==> config.mk <==
export PLATFORM = sky130hd
export DESIGN_NAME = rr_index_sequencer
export DESIGN_NICKNAME = d
export VERILOG_FILES = /design/src/rtl/rr_index_sequencer.sv
export SDC_FILE = /design/constraint.sdc
export NUM_CORES = 1
export LEC_CHECK = 0
export CAP_MARGIN = 25
export CORE_ASPECT_RATIO = 0.8
export CORE_MARGIN = 2
export CORE_UTILIZATION = 35
export CTS_BUF_LIST = sky130_fd_sc_hd__clkbuf_8
export CTS_CLUSTER_SIZE = 25
export DETAILED_ROUTE_END_ITERATION = 10
export SYNTH_ARGS = -nofsm -noshare
export SYNTH_HDL_FRONTEND = slang
export SYNTH_SLANG_ARGS = --single-unit
==> constraint.sdc <==
create_clock -name clk -period 4.66 [get_ports clk]
set_input_delay 0.699 -clock clk [delete_from_list [all_inputs] [get_ports clk]]
set_output_delay 0.699 -clock clk [all_outputs]
set_load 0.05 [all_outputs]
==> src/rtl/rr_index_sequencer.sv <==
// Round-robin index sequencer feeding a 3-to-8 one-hot decoder.
// Scans 8 request lines from a rotating priority pointer and holds the chosen
// index for a minimum dwell and until acknowledged. A single IDLE cycle always
// separates consecutive grants so the decoder output passes through a clean gap.
module rr_index_sequencer #(
  parameter int HOLD_CYCLES = 4,
  parameter int CNT_W       = 16
) (
  input  logic             clk,
  input  logic             rst_n,
  input  logic             enable,
  input  logic [7:0]       req,
  input  logic             grant_ack,
  output logic [2:0]       grant_idx,
  output logic             grant_valid,
  output logic             busy,
  output logic [CNT_W-1:0] grant_cnt
);

  typedef enum logic [0:0] {
    ST_IDLE  = 1'b0,
    ST_GRANT = 1'b1
  } state_t;

  localparam logic [7:0]       DWELL_MAX = 8'(HOLD_CYCLES - 1);
  localparam logic [CNT_W-1:0] CNT_ONE   = {{(CNT_W-1){1'b0}}, 1'b1};

  state_t           state_q, state_d;
  logic [2:0]       grant_idx_q, grant_idx_d;
  logic             grant_valid_q, grant_valid_d;
  logic             busy_q;
  logic [CNT_W-1:0] grant_cnt_q, grant_cnt_d;
  logic [2:0]       ptr_q, ptr_d;
  logic [7:0]       dwell_q, dwell_d;
  logic             ack_seen_q, ack_seen_d;

  logic             release_rdy_s;
  logic             abandon_s;

  // First set request bit at or after p, wrapping 7->0; iterating downward lets
  // the lowest offset (highest priority) win.
  function automatic logic [2:0] rr_pick(input logic [7:0] r, input logic [2:0] p);
    logic [2:0] pick;
    logic [2:0] cand;
    pick = p;
    for (int i = 7; i >= 0; i--) begin
      cand = p + 3'(i);
      pick = r[cand] ? cand : pick;
    end
    return pick;
  endfunction

  // Release / abandon qualifiers for the grant in progress.
  always_comb begin
    release_rdy_s = (grant_ack | ack_seen_q) && (dwell_q == DWELL_MAX);
    abandon_s     = ~req[grant_idx_q];
  end

  // Next-state and next-output logic for the two-state sequencer.
  always_comb begin
    state_d       = state_q;
    grant_idx_d   = grant_idx_q;
    grant_valid_d = grant_valid_q;
    grant_cnt_d   = grant_cnt_q;
    ptr_d         = ptr_q;
    dwell_d       = dwell_q;
    ack_seen_d    = ack_seen_q;
    case (state_q)
      ST_IDLE: begin
        if (enable && (req != 8'h00)) begin
          state_d       = ST_GRANT;
          grant_idx_d   = rr_pick(req, ptr_q);
          grant_valid_d = 1'b1;
          dwell_d       = 8'd0;
          ack_seen_d    = 1'b0;
        end else begin
          state_d       = ST_IDLE;
          grant_valid_d = 1'b0;
        end
      end
      ST_GRANT: begin
        if (release_rdy_s) begin
          // Release wins over a simultaneous abandon, so it is counted.
          state_d       = ST_IDLE;
          grant_valid_d = 1'b0;
          grant_cnt_d   = grant_cnt_q + CNT_ONE;
          ptr_d         = grant_idx_q + 3'd1;
        end else if (abandon_s) begin
          state_d       = ST_IDLE;
          grant_valid_d = 1'b0;
          ptr_d         = grant_idx_q + 3'd1;
        end else begin
          dwell_d       = (dwell_q == DWELL_MAX) ? dwell_q : dwell_q + 8'd1;
          ack_seen_d    = ack_seen_q | grant_ack;
        end
      end
      default: begin
        state_d       = ST_IDLE;
        grant_valid_d = 1'b0;
      end
    endcase
  end

  // State and output registers with synchronous active-low reset.
  always_ff @(posedge clk) begin
    if (!rst_n) begin
      state_q       <= ST_IDLE;
      grant_idx_q   <= 3'd0;
      grant_valid_q <= 1'b0;
      busy_q        <= 1'b0;
      grant_cnt_q   <= {CNT_W{1'b0}};
      ptr_q         <= 3'd0;
      dwell_q       <= 8'd0;
      ack_seen_q    <= 1'b0;
    end else begin
      state_q       <= state_d;
      grant_idx_q   <= grant_idx_d;
      grant_valid_q <= grant_valid_d;
      busy_q        <= grant_valid_d;
      grant_cnt_q   <= grant_cnt_d;
      ptr_q         <= ptr_d;
      dwell_q       <= dwell_d;
      ack_seen_q    <= ack_seen_d;
    end
  end

  assign grant_idx   = grant_idx_q;
  assign grant_valid = grant_valid_q;
  assign busy        = busy_q;
  assign grant_cnt   = grant_cnt_q;

endmodule

==> results.toml <==
[status]
status = "complete, no violations"

[die]
std_cell_rows = 28
io_pins = 33
die_w_um = 101
initial_core_util_pct = 35.7
die_h_um = 81.3
dieArea_um2 = 8190
core-area_um2 = 7320

[synth]
synthDistinctLibCells = 59
synthCells = 282
ys_seq_elements = 33
synth_nets = 299
netlist_area_um2 = 2620
synth-seq-area-share_pct = 25.3
syn_area_per_cell_um2 = 9.28
synth_edf_count = 0
ys_async_sr_fraction_pct = 0
synth_warnings = 0
synth_flop_cell = "dfxtp_1"

[clock_tree]
hold_buffers = 0
htree_levels = 2
post_cts_resized = 0
postCtsSetupBuffers = 0
clkTransAtPathRegs_ns = 0.07
clk_latency_ns = 0.28
cts_buffers = 5
cts_tree = "built"
clk_path_buf_depth = 2
cts_sinks = 33
cts-root-buf = "clkbuf_8"

[finish]
layout-drive-gt1-share_pct = 13.9
area_delta_synth_final_pct = 18.0
num-fill-cells = 705
mostFrequentLayoutCell = "dfxtp_1"
utilization_pct = 42.2
design_area_um2 = 3090
nets = 325
final_cell_mix = "dfxtp_1, clkdlybuf4s50_1, nor2_1"
num_antenna_cells = 0

[global_routing]
antenna_found_initial = 0
grt_use_total_pct = 15.5
grt_pass1_wl_um = 10100
grt_max_degree = 19
grt_overflow = 0
grt_pass1_vias = 2055

[setup_path]
r2r_slack_ns = 1.54
critPathSlowestCell = "ha_1"
reg2reg_depth = 9
critPathLaunchType = "flop"
crit_start = "ptr_q[0]$_SDFFE_PN0P_"
end_kind = "flop"
slowest_delay_ns = 0.68
path_max_fanout = 16
crit_chain = "buf_4 -> inv_1 -> ha_1 -> mux4_2 -> a22oi_1 -> o21ai_1 -> a31oi_1 -> o221ai_1 -> a211oi_1"
critPathKind = "flop to flop"
required_ns = 4.86
rr_endpoint = "grant_idx[2]$_SDFFE_PN0P_"
worstPathArrival_ns = 3.31
r2r-start = "ptr_q[0]$_SDFFE_PN0P_"

[sta]
max_slew.worst_pin.slew_ns = 0.788
finalHoldViolations = 0
rsz0062_at_grt = "false"
fin_crit_sh_pct = 66.9
maxSlewHeadroom_pct = 47.4
period_minus_slack_ns = 3.12
clock.fmax_ghz = 0.321
setup_viol = 0
slew_violations = 0
finClkSkew_ns = 0.00512
tns_ns = 0

[hold_path]
min_to = "ack_seen_q$_SDFFE_PN0P_"
hold_class = "flop to flop"
hold_depth = 2
worstHoldStart = "ack_seen_q$_SDFFE_PN0P_"

[power]
p_leak_nw = 1.10
power.density_nw_per_um2 = 278
finalPower_w = 0.000858
ir_drop_mv = 0.118

[placed_design]
hpwl_um = 4470
numPortBuffers = 32
placed_cell_area_um2 = 2970
gp_congestion = 0.852

[run]
drv_cap = 0

[drt]
first_pass_iters = 4
wl_per_cell_um = 15.3
drc = 0
detail-route-antenna-nets = 0
routed_via_density = 5.53
wirelength_um = 6110
vias = 2208
drtIter0Drc = 201
==> Yosys cell counts (3+ instances only) <==
cell type,number,area (µm²)
o21ai_0,12,60.1
xor2_1,11,96.3
o21ai_1,3,15.0
and2_1,13,81.3
mux4_2,17,383
and3_1,6,37.5
nor2_1,21,78.8
mux2i_1,10,100
a21boi_1,6,45.0
clkbuf_1,4,15.0
a211oi_1,4,30.0
xnor2_1,9,78.8
nor4_1,3,18.8
buf_2,8,40.0
mux2_2,4,45.0
nand3_1,9,45.0
or3_1,5,31.3
nand2_1,18,67.6
nand4_1,10,62.6
a31oi_1,3,18.8
ha_1,5,62.6
inv_1,10,37.5
a21oi_1,9,45.0
nor2b_1,4,25.0
a21o_1,3,22.5
dfxtp_1,33,661
==> power breakdown <==
part | internal, W | switching [W] | total (W)
Sequential | 0.000290 | 0.0000173 | 0.000308
Combinational | 0.000123 | 0.000151 | 0.000274
Clock | 0.000172 | 0.000103 | 0.000275
Total | 0.000586 | 0.000272 | 0.000858
==> worst max path at each step <==
| stage | to | slack [ns] | depth (start not counted) |
|---|---|---|---|
| 3_5_place_dp | grant_idx[2]$_SDFFE_PN0P_ | 1.59 | 9 |
| 6_report | grant_idx[2]$_SDFFE_PN0P_ | 1.54 | 9 |
| 4_1_cts | grant_idx[2]$_SDFFE_PN0P_ | 1.56 | 9 |
| 2_1_floorplan | grant_idx[2]$_SDFFE_PN0P_ | 2.00 | 10 |
| 5_1_grt | grant_idx[2]$_SDFFE_PN0P_ | 1.35 | 9 |
| 3_3_place_gp | grant_idx[2]$_SDFFE_PN0P_ | 1.65 | 9 |
==> cell type report <==
class                           count  area [µm²]  share of cell area [%]
Clock buffer                        6        82.6                    2.67
Clock inverter                      2        33.8                    1.09
Inverter                           12        45.0                    1.46
Multi-Input combinational cell    221        1810                    58.6
Sequential cell                    33         661                    21.4
Tap cell                           90         113                    3.65
Timing Repair Buffer               35         343                    11.1
==> layer usage <==
metal	vias up	track usage, %	wire length [µm]	part of all wire [%]
met1	1047	22.4	2970	49
li1	1095	-	-	-
met2	62	23.8	2730	45
met4	0	3.84	38	0.62
met3	4	3.18	374	6.1
met5	-	0	0	0
==> through the flow <==
stage / worst slack (ns) / cells / hold WS [ns]
after floorplan: 2.00 / 282 / 0.437
after global placement: 1.65 / 391 / 0.449
after detailed placement: 1.59 / 391 / 0.463
after CTS: 1.56 / 399 / 0.474
after global routing: 1.35 / 399 / 0.506
final: 1.54 / 399 / 0.479
==> flip-flops by register name, indices dropped and copies added (netlist names) <==
| name | cells |
|---|---|
| ack_seen_q | 1 |
| grant_idx | 3 |
| ptr_q | 3 |
| dwell_q | 8 |
| state_q | 1 |
| grant_cnt | 16 |
| busy | 1 |
==> worst max-delay path: cells and delay by family (launching register included) <==
| family | cells | cell delay [ns] |
|---|---|---|
| adders and majority gates | 1 | 0.68 |
| AOI/OAI and AO/OA | 5 | 0.95 |
| muxes | 1 | 0.66 |
| buffers and inverters | 2 | 0.42 |
| DFF | 1 | 0.32 |
==> logic make-up after synthesis <==
kind of cell / share of synthesized area (%)
adders and majority gates: 2.39
buffers and inverters: 5.55
xor gates and xnor gates: 7.32
muxes: 21.9
AOI/OAI and AO/OA: 15.1
DFF: 25.3
and+or+nand+nor: 22.5
(Power assumes the default switching activity.)
